File: config.mk
export PLATFORM = sky130hd
export DESIGN_NAME = bus_rr_arbiter
export DESIGN_NICKNAME = d
export VERILOG_FILES = /design/src/rtl/bus_rr_arbiter.sv
export SDC_FILE = /design/constraint.sdc
export NUM_CORES = 1
export LEC_CHECK = 0
export BUFFER_PORTS_ARGS = -buffer_cell sky130_fd_sc_hd__buf_2
export CAP_MARGIN = 20
export CORE_MARGIN = 5
export CORE_UTILIZATION = 50
export DETAILED_ROUTE_END_ITERATION = 8
export PLACE_DENSITY_LB_ADDON = 0.3
export REMOVE_ABC_BUFFERS = 1
export SETUP_SLACK_MARGIN = 0.4
export SYNTH_ARGS = -nofsm -noshare
export SYNTH_HDL_FRONTEND = slang
export SYNTH_SLANG_ARGS = --single-unit
export TNS_END_PERCENT = 100
File: constraint.sdc
create_clock -name clk -period 2.5 [get_ports clk]
set_clock_uncertainty 0.2 [all_clocks]
set_input_delay 0.625 -clock clk [delete_from_list [all_inputs] [get_ports clk]]
set_output_delay 0.625 -clock clk [all_outputs]
set_load 0.05 [all_outputs]
File: src/rtl/bus_rr_arbiter.sv
// Round-robin arbiter for four requesters on one shared tristate bus.
// It drives the one-hot buffer enables, adds a turnaround gap between owners and cuts long tenures.
module bus_rr_arbiter #(
    parameter int MAX_HOLD  = 8,
    parameter int TA_CYCLES = 1
) (
    input  logic       clk,
    input  logic       rst_n,
    input  logic [3:0] req,
    output logic [3:0] grant,
    output logic [1:0] owner,
    output logic       busy,
    output logic       preempt
);

    typedef enum logic [1:0] {IDLE, GRANT, TURNAROUND} state_t;

    state_t     state, state_nx;
    logic [3:0] grant_nx;
    logic [1:0] owner_nx, last, last_nx;
    logic [7:0] hold_cnt, hold_nx;
    logic [3:0] ta_cnt, ta_nx;
    logic       preempt_nx;

    // Search starts just after the previous owner; the previous owner itself is checked last.
    function automatic logic [1:0] rr_pick(input logic [3:0] r, input logic [1:0] lst);
        logic [1:0] idx;
        rr_pick = lst;
        for (int i = 4; i >= 1; i--) begin
            idx = lst + 2'(i);
            if (r[idx]) rr_pick = idx;
        end
    endfunction

    function automatic logic [3:0] onehot(input logic [1:0] idx);
        onehot = 4'b0001 << idx;
    endfunction

    always_comb begin
        state_nx   = state;
        grant_nx   = grant;
        owner_nx   = owner;
        last_nx    = last;
        hold_nx    = hold_cnt;
        ta_nx      = ta_cnt;
        preempt_nx = 1'b0;
        case (state)
            IDLE: begin
                if (req != 4'b0000) begin
                    state_nx = GRANT;
                    owner_nx = rr_pick(req, last);
                    last_nx  = owner_nx;
                    grant_nx = onehot(owner_nx);
                    hold_nx  = 8'd0;
                end
            end
            GRANT: begin
                if (!req[owner] ||
                    (hold_cnt == 8'(MAX_HOLD - 1) && (req & ~onehot(owner)) != 4'b0000)) begin
                    state_nx   = TURNAROUND;
                    grant_nx   = 4'b0000;
                    ta_nx      = 4'd0;
                    preempt_nx = req[owner];
                end else if (hold_cnt == 8'(MAX_HOLD - 1)) begin
                    hold_nx = 8'd0;
                end else begin
                    hold_nx = hold_cnt + 8'd1;
                end
            end
            TURNAROUND: begin
                if (ta_cnt == 4'(TA_CYCLES - 1)) begin
                    if (req != 4'b0000) begin
                        state_nx = GRANT;
                        owner_nx = rr_pick(req, last);
                        last_nx  = owner_nx;
                        grant_nx = onehot(owner_nx);
                        hold_nx  = 8'd0;
                    end else begin
                        state_nx = IDLE;
                    end
                end else begin
                    ta_nx = ta_cnt + 4'd1;
                end
            end
            default: begin
                state_nx = IDLE;
                grant_nx = 4'b0000;
            end
        endcase
    end

    // Reset leaves last=3 so requester 0 wins the first arbitration.
    always_ff @(posedge clk or negedge rst_n) begin
        if (!rst_n) begin
            state    <= IDLE;
            grant    <= 4'b0000;
            owner    <= 2'd0;
            last     <= 2'd3;
            hold_cnt <= 8'd0;
            ta_cnt   <= 4'd0;
            busy     <= 1'b0;
            preempt  <= 1'b0;
        end else begin
            state    <= state_nx;
            grant    <= grant_nx;
            owner    <= owner_nx;
            last     <= last_nx;
            hold_cnt <= hold_nx;
            ta_cnt   <= ta_nx;
            busy     <= (state_nx != IDLE);
            preempt  <= preempt_nx;
        end
    end

endmodule

==> flow_summary_export.csv, run 1 <==
group,metric,value,unit
clock_tree,clkLatencyLatePin,0.30,ns
synthesis,syn_inst,126,
clock_tree,cts_htree_levels,1,
synthesis,synth-edff-count,0,
setup_path,cp.depth,6,
power,clkPwrFrac,0.121,
clock_tree,clockBufferDepth,2,
placement,port_buffers,13,
setup_path,cp-startpoint,"req[3]",
sta,drv_slew,0,
sta,post-route-period-util,0.844,
synthesis,synth.distinct_cells,45,
route,vias_per_cell,5.92,
setup_path,reg2reg_depth,5,
die,die_x,60.8,um
setup_path,crit_buf_inv,1,
min_path,hold_path.class,"input port to async pin",
setup_path,critPathCapture,"hold_cnt[6]",
die,start_util,0.521,
sta,setup_violations,0,
finish,nFillCells,232,
finish,final_layout_size_suffix_gt1_frac,0.266,
power,leakage,0.661,nW
global_route,grt_pass1_wl,4.47,mm
sta,timing.fmax,0.474,GHz
synthesis,synth_top_area_cell,"dfrtp_1",
sta,finalHoldViolations,0,
power,seq_power_share,0.374,
finish,syn2layout_area_growth,13.3,%
synthesis,avgSynthCellArea,10.2,um^2
setup_path,path_cells,"buf_2 > or3_1 > or3_4 > a31o_4 > and2_4 > a22o_1",
setup_path,start_kind,"input port",
route,first_pass_iters,4,
die,ios,14,
die,core,2480,um^2
route,final_antenna_net_count,0,
placement,gp_congestion,0.887,
route,drc,0,
setup_path,crit_path_end_kind,"register",
global_route,grt-ovfl-total,0,
setup_path,r2r_slack,0.46,ns
synthesis,synth_most_common_cell,"dfrtp_1",
die,design.die.area,3700,um^2
global_route,track_usage,0.157,
route,drtIter0Drc,19,
power,p_sw,0.757,mW
synthesis,async_flop_share,1.00,
die,chipHeight,60.8,um
finish,num_antenna_cells,0,
setup_path,crit_slowest_cell,"or3_1",
global_route,grt_max_degree,25,
power,power.density,1140,nW/um^2
setup_path,critPathTopFamily,"simple AND/OR/NAND/NOR gates",
clock_tree,numCtsBuffers,3,
placement,dpl.hpwl,1.84,mm
global_route,antenna_found_initial,0,
synthesis,seq_area_frac_synth,0.468,
setup_path,cpPeakStageDelay,0.37,ns
synthesis,netlist_top_cells_count,"22 x dfrtp_1, 11 x nor2_1, 9 x inv_1",
clock_tree,cts_root_buffer,"clkbuf_4",
setup_path,worstPathMaxFanout,7,
clock_tree,cts_tree,"built",
synthesis,ys_seq_elements,24,
synthesis,synth_top_cell_area_share,0.427,
synthesis,synthTopCellsByArea,"dfrtp_1 43%, dfstp_2 4.1%, nor2_1 3.2%, ha_1 2.9%, a21oi_1 2.7%",
sta,fin_setup_tns,0,ns
clock_tree,path_clk_slew,0.13,ns
sta,rsz0062_at_grt,"true",
power,swShare,0.454,
power,max-vdd-ir-drop,784,uV
global_route,grt_pass1_vias,984,
route,wire_per_inst,14.4,um
synthesis,yosysWarnings,0,
sta,fin_crit,2.11,ns
finish,layout.cells.non_filler,173,
setup_path,worstPathArrival,2.12,ns
clock_tree,cts.sinks,24,
route,vias,1024,
sta,slew_headroom,0.567,
power,pwr-share-comb,0.506,
placement,dp_cells,168,
synthesis,netlist_area,1290,um^2
synthesis,synth_ff_type,"dfrtp_1",
finish,nets,153,
die,row_count,18,
sta,tightest_slew,0.645,ns
outcome,status,"finished, final reports clean",
setup_path,worstPathRequired,2.51,ns
power,p_int,0.912,mW
setup_path,worstReg2RegEnd,"hold_cnt[6]",
setup_path,critPathKind,"input port to register",
setup_path,r2r-start,"owner[0]",
route,routed_wl,2.49,mm
job,cap_violations,0,
-- power groups by stage --
| stage | sequential, mW | clock (mW) | combinational (mW) |
|---|---|---|---|
| after detailed placement | 0.624 | 0 | 0.821 |
| final | 0.624 | 0.201 | 0.844 |
| after CTS | 0.620 | 0.207 | 0.831 |
| after floorplan | 0.783 | 0 | 0.468 |
| after global placement | 0.621 | 0 | 0.804 |
| after global routing | 0.646 | 0.226 | 0.917 |
-- metal layers --
layer,routed length [um],part of all wire,GRT usage
met1,1170,0.47,0.212
met2,1200,0.48,0.270
met3,93,0.037,0.0255
met4,29,0.012,0.0279
met5,0,0,0
-- logic make-up after synthesis --
group | after synthesis | share of synthesized area
compound gates | 34 | 0.205
xor+xnor | 4 | 0.0272
fa+ha+maj | 3 | 0.0291
buf+inv | 11 | 0.0349
flops | 24 | 0.468
mux | 4 | 0.0437
simple gates | 46 | 0.193
-- through the flow --
| stage | hold WS [ns] | total power [mW] | worst slack [ns] | area (um^2) | util |
|---|---|---|---|---|---|
| after floorplan | 0.129 | 1.25 | 0.214 | 1280 | - |
| after global placement | 0.270 | 1.43 | 0.0631 | 1390 | 0.561 |
| after detailed placement | 0.272 | 1.45 | 0.0335 | 1390 | 0.561 |
| after CTS | 0.0888 | 1.66 | 0.397 | 1440 | 0.582 |
| after global routing | 0.0942 | 1.79 | 0.307 | 1460 | 0.590 |
| final | 0.0709 | 1.67 | 0.389 | 1460 | 0.590 |
-- worst min-delay path by stage --
stage / startpoint / endpoint / slack [ns]
2_1_floorplan: rst_n / busy / 0.13
3_3_place_gp: grant[2] / grant[2] / 0.27
3_5_place_dp: grant[2] / grant[2] / 0.27
4_1_cts: rst_n / preempt / 0.09
5_1_grt: rst_n / ta_cnt[3] / 0.09
6_report: rst_n / preempt / 0.07
-- area by class of cell --
cell class / instances / area [um^2] / share of cell area
repair buffers: 15 / 80.1 / 0.0548
well taps: 30 / 37.5 / 0.0257
clock buffers: 4 / 36.3 / 0.0248
inverters: 9 / 33.8 / 0.0231
flip-flops and latches: 24 / 604 / 0.414
multi-input cells: 91 / 669 / 0.458
-- repair_timing --
item | in CTS | in global routing
pin swaps | 1 | 1
endpoints found under the setup margin | 17 | 17
gates resized for setup | 4 | 5
buffers inserted | 0 | 1
hold buffers | 0 | 0
-- cell usage in the layout, fill, tap and decap left out, drive strengths merged, types with 2 or more instances in the layout --
cell	instances
mux2i	3
nand4	2
nor2	11
inv	9
dfrtp	22
o2bb2ai	2
clkbuf	4
and2	2
nor3	3
o31ai	2
o21ai	2
nand2	7
o21a	3
dfstp	2
buf	15
nand3	7
nor2b	3
nand2b	2
a31o	3
nor3b	2
or3	3
a22o	4
a21oi	7
xor2	3
o22a	3
ha	3
-- registers in the layout, summed over array words and instances, names as in the netlist --
register and count:
hold_cnt 8, grant 4, ta_cnt 4, last 2, owner 2, state 2, busy 1, preempt 1
Note: power is estimated with default switching activity, not from simulation.
==> inputs of run 2 (changes only) <==
--- a/config.mk
+++ b/config.mk
@@ -5,6 +5,7 @@
 export SDC_FILE = /design/constraint.sdc
 export NUM_CORES = 1
 export LEC_CHECK = 0
+export ABC_AREA = 1
 export BUFFER_PORTS_ARGS = -buffer_cell sky130_fd_sc_hd__buf_2
 export CAP_MARGIN = 20
 export CORE_MARGIN = 5
==> constraint.sdc (replaced) <==
create_clock -name clk -period 1.9 [get_ports clk]
set_clock_uncertainty 0.2 [all_clocks]
set_input_delay 0.475 -clock clk [delete_from_list [all_inputs] [get_ports clk]]
set_output_delay 0.475 -clock clk [all_outputs]
set_load 0.05 [all_outputs]
==> flow_summary_export.csv, run 2 <==
group,metric,value,unit
route,final_antenna_net_count,0,
synthesis,yosysWarnings,0,
clock_tree,cts_htree_levels,1,
finish,regMostFlops,"hold_cnt",
synthesis,synthTopCellsByArea,"dfrtp_1 38%, nand2_1 22%, inv_1 5.9%, nand3_1 5.1%, nor2_1 4.6%",
min_path,hold_path.class,"register to register",
outcome,status,"finished, final reports clean",
setup_path,worstPathMaxFanout,7,
die,design.die.area,4110,um^2
global_route,grtUsageMet1,0.221,
synthesis,synth.distinct_cells,26,
power,power.density,1630,nW/um^2
finish,final_area,2220,um^2
placement,dp_cells,254,
sta,drv_slew,0,
route,drtIter0Drc,93,
global_route,grt.met2_usage,0.291,
setup_path,path_cells,"inv_4 > nor2_4 > nand2_1 > nand3_2 > nor2_4 > nand2_8 > buf_6 > nand3_2 > nand2_1",
sta,fin_crit,1.78,ns
sta,finalHoldViolations,0,
global_route,grt_pass1_vias,1307,
synthesis,synthAdderAreaFrac,0.0256,
clock_tree,numCtsBuffers,3,
power,leakage,1.08,nW
synthesis,netlist_top_cells_count,"86 x nand2_1, 23 x inv_1, 22 x dfrtp_1, 18 x nor2_1, 15 x nand3_1",
synthesis,synth-edff-count,0,
finish,num_antenna_cells,0,
route,drc,0,
synthesis,seq_area_frac_synth,0.412,
synthesis,avgSynthCellArea,6.91,um^2
sta,tightest_slew,0.543,ns
sta,setup_slack,0.121,ns
synthesis,ys_seq_elements,24,
synthesis,netlist_area,1460,um^2
clock_tree,cts.sinks,24,
sta,post-route-period-util,0.936,
global_route,busiest_layer,"met2",
finish,final_cell_mix,"57 x nand2_1, 26 x nand2_2, 20 x dfrtp_1",
die,ios,14,
die,chipHeight,64.1,um
placement,post-place-ws,0.0716,ns
synthesis,synth_xor_area_frac,0.0179,
sta,setup_violations,0,
synthesis,synth_top_cell_area_share,0.376,
synthesis,synth-compound-area-share,0.0726,
job,cap_violations,0,
route,vias,1515,
finish,final_layout_size_suffix_gt1_frac,0.478,
sta,rsz0062_at_grt,"true",
placement,dpl.hpwl,2.10,mm
global_route,antenna_found_initial,0,
sta,timing.fmax,0.562,GHz
synthesis,synth_top_area_cell,"dfrtp_1",
placement,gp_congestion,0.844,
clock_tree,cts_tree,"built",
route,vias_per_cell,5.33,
route,routed_wl,4.23,mm
global_route,track_usage,0.173,
sta,slew_headroom,0.638,
placement,place_area,1570,um^2
placement,port_buffers,13,
finish,largestRegisters,"hold_cnt x8, grant x4, ta_cnt x4",
global_route,met3_usage,0.0298,
setup_path,worstPathRequired,1.93,ns
route,wire_per_inst,14.9,um
global_route,grt_pass1_wl,5.71,mm
synthesis,synth_simple_gate_area_frac,0.385,
finish,syn2layout_area_growth,51.5,%
synthesis,synth_top_family_by_area,"simple AND/OR/NAND/NOR gates",
finish,layout_commonest_cell,"nand2_1",
finish,largest_reg_flops,8,
finish,final_util,0.797,
setup_path,start_kind,"register",
clock_tree,cts_root_buffer,"clkbuf_4",
finish,nets,263,
synthesis,async_flop_share,1.00,
clock_tree,clkLatencyLatePin,0.33,ns
power,max-vdd-ir-drop,1270,uV
global_route,grt_max_degree,25,
die,start_util,0.526,
setup_path,crit_path_end_kind,"register",
synthesis,syn_inst,212,
synthesis,synth_most_common_cell,"nand2_1",
setup_path,critPathKind,"register to register",
synthesis,muxShareOfSynthArea,0,
clock_tree,path_clk_slew,0.15,ns
die,row_count,19,
setup_path,crit_slowest_cell,"dfrtp_2",
clock_tree,clockBufferDepth,2,
finish,layout.cells.non_filler,284,
synthesis,synth_ff_type,"dfrtp_1",
setup_path,cpPeakStageDelay,0.54,ns
die,core,2780,um^2
sta,fin_setup_tns,0,ns
route,first_pass_iters,4,
global_route,grt-ovfl-total,0,
setup_path,worstPathArrival,1.81,ns
die,die_x,64.1,um
==> run 2: final cells by class <==
class / instances / area [um^2]
inverter: 26 / 110
fill: 164 / 564
sequential: 24 / 606
timing repair buffer: 40 / 377
multi-input combinational: 159 / 1030
tap: 31 / 38.8
clock buffer: 3 / 22.5
clock inverter: 1 / 30.0
==> run 2: layer usage <==
| layer | routed length (um) | up-vias | share of wire |
|---|---|---|---|
| met5 | 0 | - | 0 |
| met4 | 80 | 0 | 0.019 |
| met3 | 119 | 6 | 0.028 |
| met2 | 2160 | 31 | 0.51 |
| met1 | 1870 | 728 | 0.44 |
| li1 | - | 750 | - |
==> run 2: metrics by stage <==
step	hold WS, ns	total power, mW
floorplan	-0.0206	1.75
finish	0.330	3.60
CTS	0.326	2.86
detailed placement	0.262	2.09
global route	0.362	3.84
global placement	0.264	2.06
==> run 2: kinds of logic after synthesis <==
group / after synthesis
xor+xnor: 3
simple gates: 133
compound gates: 19
buf+inv: 30
flops: 24
fa+ha+maj: 3
==> run 2: worst paths after layout <==
check                           slack [ns]  depth (start not counted)     endpoint  startpoint
worst min-delay path                  0.33                          2     grant[1]    grant[1]
worst max register to register        0.12                          9  hold_cnt[0]    owner[0]
worst min register to register        0.33                          2     grant[1]    grant[1]
max in group asynchronous             0.67                          2     owner[1]       rst_n
min in group asynchronous             0.44                          2     state[1]       rst_n
worst max-delay path                  0.12                          9  hold_cnt[0]    owner[0]
==> run 2: report_power, final <==
part | internal (mW) | switching (mW) | total [mW] | leakage [nW]
clock | 0.214 | 0.174 | 0.388 | 0.0279
combinational | 0.948 | 1.43 | 2.38 | 0.745
sequential | 0.653 | 0.182 | 0.835 | 0.312
total | 1.81 | 1.79 | 3.60 | 1.08
==> run 2: worst max-delay path, delay by kind of cell, from the launching register on <==
kind / cells / cell delay (ns)
simple gates: 7 / 0.68
flops: 1 / 0.54
buf+inv: 2 / 0.26
==> run 2: timing repair <==
action | in CTS | in global routing
resized for setup | 47 | 72
hold endpoints to repair | 22 | 0
gates cloned | 1 | 2
hold buffers | 1 | 0
endpoints found under the setup margin | 32 | 32
pin swaps | 8 | 29
buffers inserted | 13 | 9
==> inputs of run 3 (changes only) <==
--- a/config.mk
+++ b/config.mk
@@ -8,7 +8,6 @@
 export ABC_AREA = 1
 export BUFFER_PORTS_ARGS = -buffer_cell sky130_fd_sc_hd__buf_2
 export CAP_MARGIN = 20
-export CORE_MARGIN = 5
 export CORE_UTILIZATION = 50
 export DETAILED_ROUTE_END_ITERATION = 8
 export PLACE_DENSITY_LB_ADDON = 0.3
@@ -17,4 +16,4 @@
 export SYNTH_ARGS = -nofsm -noshare
 export SYNTH_HDL_FRONTEND = slang
 export SYNTH_SLANG_ARGS = --single-unit
-export TNS_END_PERCENT = 100
+export TNS_END_PERCENT = 5
==> flow_summary_export.csv, run 3 (synthesized netlist as in run 2, its figures left out) <==
group,metric,value,unit
finish,layout_commonest_cell,"nand2_1",
power,max-vdd-ir-drop,1350,uV
finish,num_antenna_cells,0,
route,wire_per_inst,13.7,um
finish,layout.cells.non_filler,276,
die,chipHeight,56.1,um
route,vias_per_cell,5.28,
die,design.die.area,3150,um^2
job,cap_violations,0,
finish,nets,255,
sta,drv_slew,0,
global_route,track_usage,0.207,
power,seq_power_share,0.238,
power,pwr-share-comb,0.689,
setup_path,crit_path_end_kind,"register",
setup_path,worstPathMaxFanout,5,
finish,final_layout_size_suffix_gt1_frac,0.473,
setup_path,start_kind,"register",
sta,post-route-period-util,0.936,
setup_path,worstPathArrival,1.80,ns
placement,place_area,1570,um^2
clock_tree,numCtsBuffers,3,
die,ios,14,
setup_path,crit_slowest_cell,"dfstp_2",
route,final_antenna_net_count,0,
setup_path,cpMostUsedCell,"nand2_4",
clock_tree,cts_htree_levels,1,
power,p_sw,1.78,mW
die,row_count,19,
sta,finalHoldViolations,0,
global_route,grt_pass1_vias,1270,
setup_path,cpPeakStageDelay,0.63,ns
die,die_x,56.1,um
sta,fin_crit,1.78,ns
global_route,grt-ovfl-total,0,
die,core,2760,um^2
clock_tree,path_clk_slew,0.14,ns
sta,fin_setup_tns,0,ns
die,start_util,0.531,
sta,timing.fmax,0.562,GHz
route,vias,1457,
clock_tree,cts_tree,"built",
finish,syn2layout_area_growth,43.8,%
finish,regMostFlops,"hold_cnt",
power,p_int,1.59,mW
finish,final_area,2100,um^2
placement,dp_cells,254,
sta,tightest_slew,0.529,ns
power,clkPwrFrac,0.073,
setup_path,critPathKind,"register to register",
power,leakage,1.07,nW
placement,gp_congestion,0.771,
finish,largest_reg_flops,8,
finish,nFillCells,178,
placement,dpl.hpwl,1.98,mm
finish,final_cell_mix,"51 x nand2_1, 21 x nand2_2, 20 x dfrtp_1",
setup_path,path_cells,"clkbuf_16 > o21ai_2 > nand2_1 > nand2_1 > inv_2 > nand2_4 > nand2_4 > nand2_4 > nand2_2 > o21ai_1",
clock_tree,clockBufferDepth,2,
clock_tree,clkLatencyLatePin,0.32,ns
global_route,grt_max_degree,25,
placement,port_buffers,13,
clock_tree,cts.sinks,24,
power,power.density,1600,nW/um^2
min_path,hold_path.class,"register to register",
outcome,status,"finished, final reports clean",
route,drtIter0Drc,45,
finish,largestRegisters,"hold_cnt x8, grant x4, ta_cnt x4",
power,swShare,0.528,
route,routed_wl,3.78,mm
route,first_pass_iters,4,
global_route,antenna_found_initial,0,
sta,slew_headroom,0.648,
sta,rsz0062_at_grt,"true",
sta,setup_violations,0,
setup_path,worstPathRequired,1.92,ns
global_route,grt_pass1_wl,5.18,mm
clock_tree,cts_root_buffer,"clkbuf_4",
power,finalPower,3.36,mW
route,drc,0,
[run 3: changes by cell type in the layout (fill, tap and decap cells not counted), moves of 3 or more]
cell | before | now
nor2_2 | 3 | 6
o21ai_2 | 6 | 3
buf_4 | 19 | 14
buf_2 | 5 | 11
nand2_1 | 57 | 51
buf_6 | 11 | 3
nand2_8 | 4 | 1
o21ai_0 | 1 | 5
nand2_2 | 26 | 21
nand2_4 | 2 | 16
[run 3: what timing repair did]
item                       in CTS  in global routing
pin swaps                       9                 42
gates resized for setup        18                 84
hold buffers                    1                  0
buffers inserted               10                  5
setup endpoints to repair      32                 32
hold endpoints to repair       22                  0
gates cloned                    1                  1
[run 3: power groups by stage]
stage | Combinational, mW | Sequential (mW) | Clock, mW
2_1_floorplan | 0.806 | 0.940 | 0
3_3_place_gp | 1.29 | 0.770 | 0
3_5_place_dp | 1.31 | 0.767 | 0
4_1_cts | 1.56 | 0.754 | 0.241
5_1_grt | 2.48 | 0.814 | 0.265
6_report | 2.32 | 0.801 | 0.246
[run 3: layout make-up]
type / instances / area, um^2 / share of cell area
sequential: 24 / 606 / 0.288
tap: 31 / 38.8 / 0.0184
inverter: 26 / 103 / 0.0488
timing repair buffer: 32 / 269 / 0.128
clock buffer: 4 / 26.3 / 0.0125
multi-input combinational: 159 / 1060 / 0.505
[run 3: routing by layer]
| metal | global-route usage | up-vias | part of all wire |
|---|---|---|---|
| li1 | - | 735 | - |
| met1 | 0.259 | 689 | 0.44 |
| met2 | 0.366 | 25 | 0.52 |
| met5 | 0 | - | 0 |
| met4 | 0.0662 | 0 | 0.019 |
| met3 | 0.0279 | 8 | 0.020 |
[run 3: critical path: cells and delay by family (launching register included)]
kind	cells	cell delay (ns)
flops	1	0.63
simple gates	6	0.43
buf+inv	2	0.28
compound gates	2	0.13
[run 3: worst paths after layout]
kind | slack [ns] | cells after the start | from | to
worst max-delay path | 0.12 | 10 | last[0] | owner[0]
worst min-delay path | 0.29 | 2 | grant[0] | grant[0]
worst max register to register | 0.12 | 10 | last[0] | owner[0]
worst min register to register | 0.29 | 2 | grant[0] | grant[0]
max in group asynchronous | 0.67 | 2 | rst_n | owner[1]
min in group asynchronous | 0.44 | 2 | rst_n | state[0]
[run 3: per-stage QoR]
| stage | setup WS, ns | util | hold WS, ns |
|---|---|---|---|
| global route | 0.0804 | 0.763 | 0.320 |
| detailed placement | 0.0766 | 0.568 | 0.261 |
| global placement | 0.0954 | 0.568 | 0.264 |
| finish | 0.122 | 0.763 | 0.291 |
| floorplan | 0.0628 | - | -0.0206 |
| CTS | 0.202 | 0.637 | 0.299 |
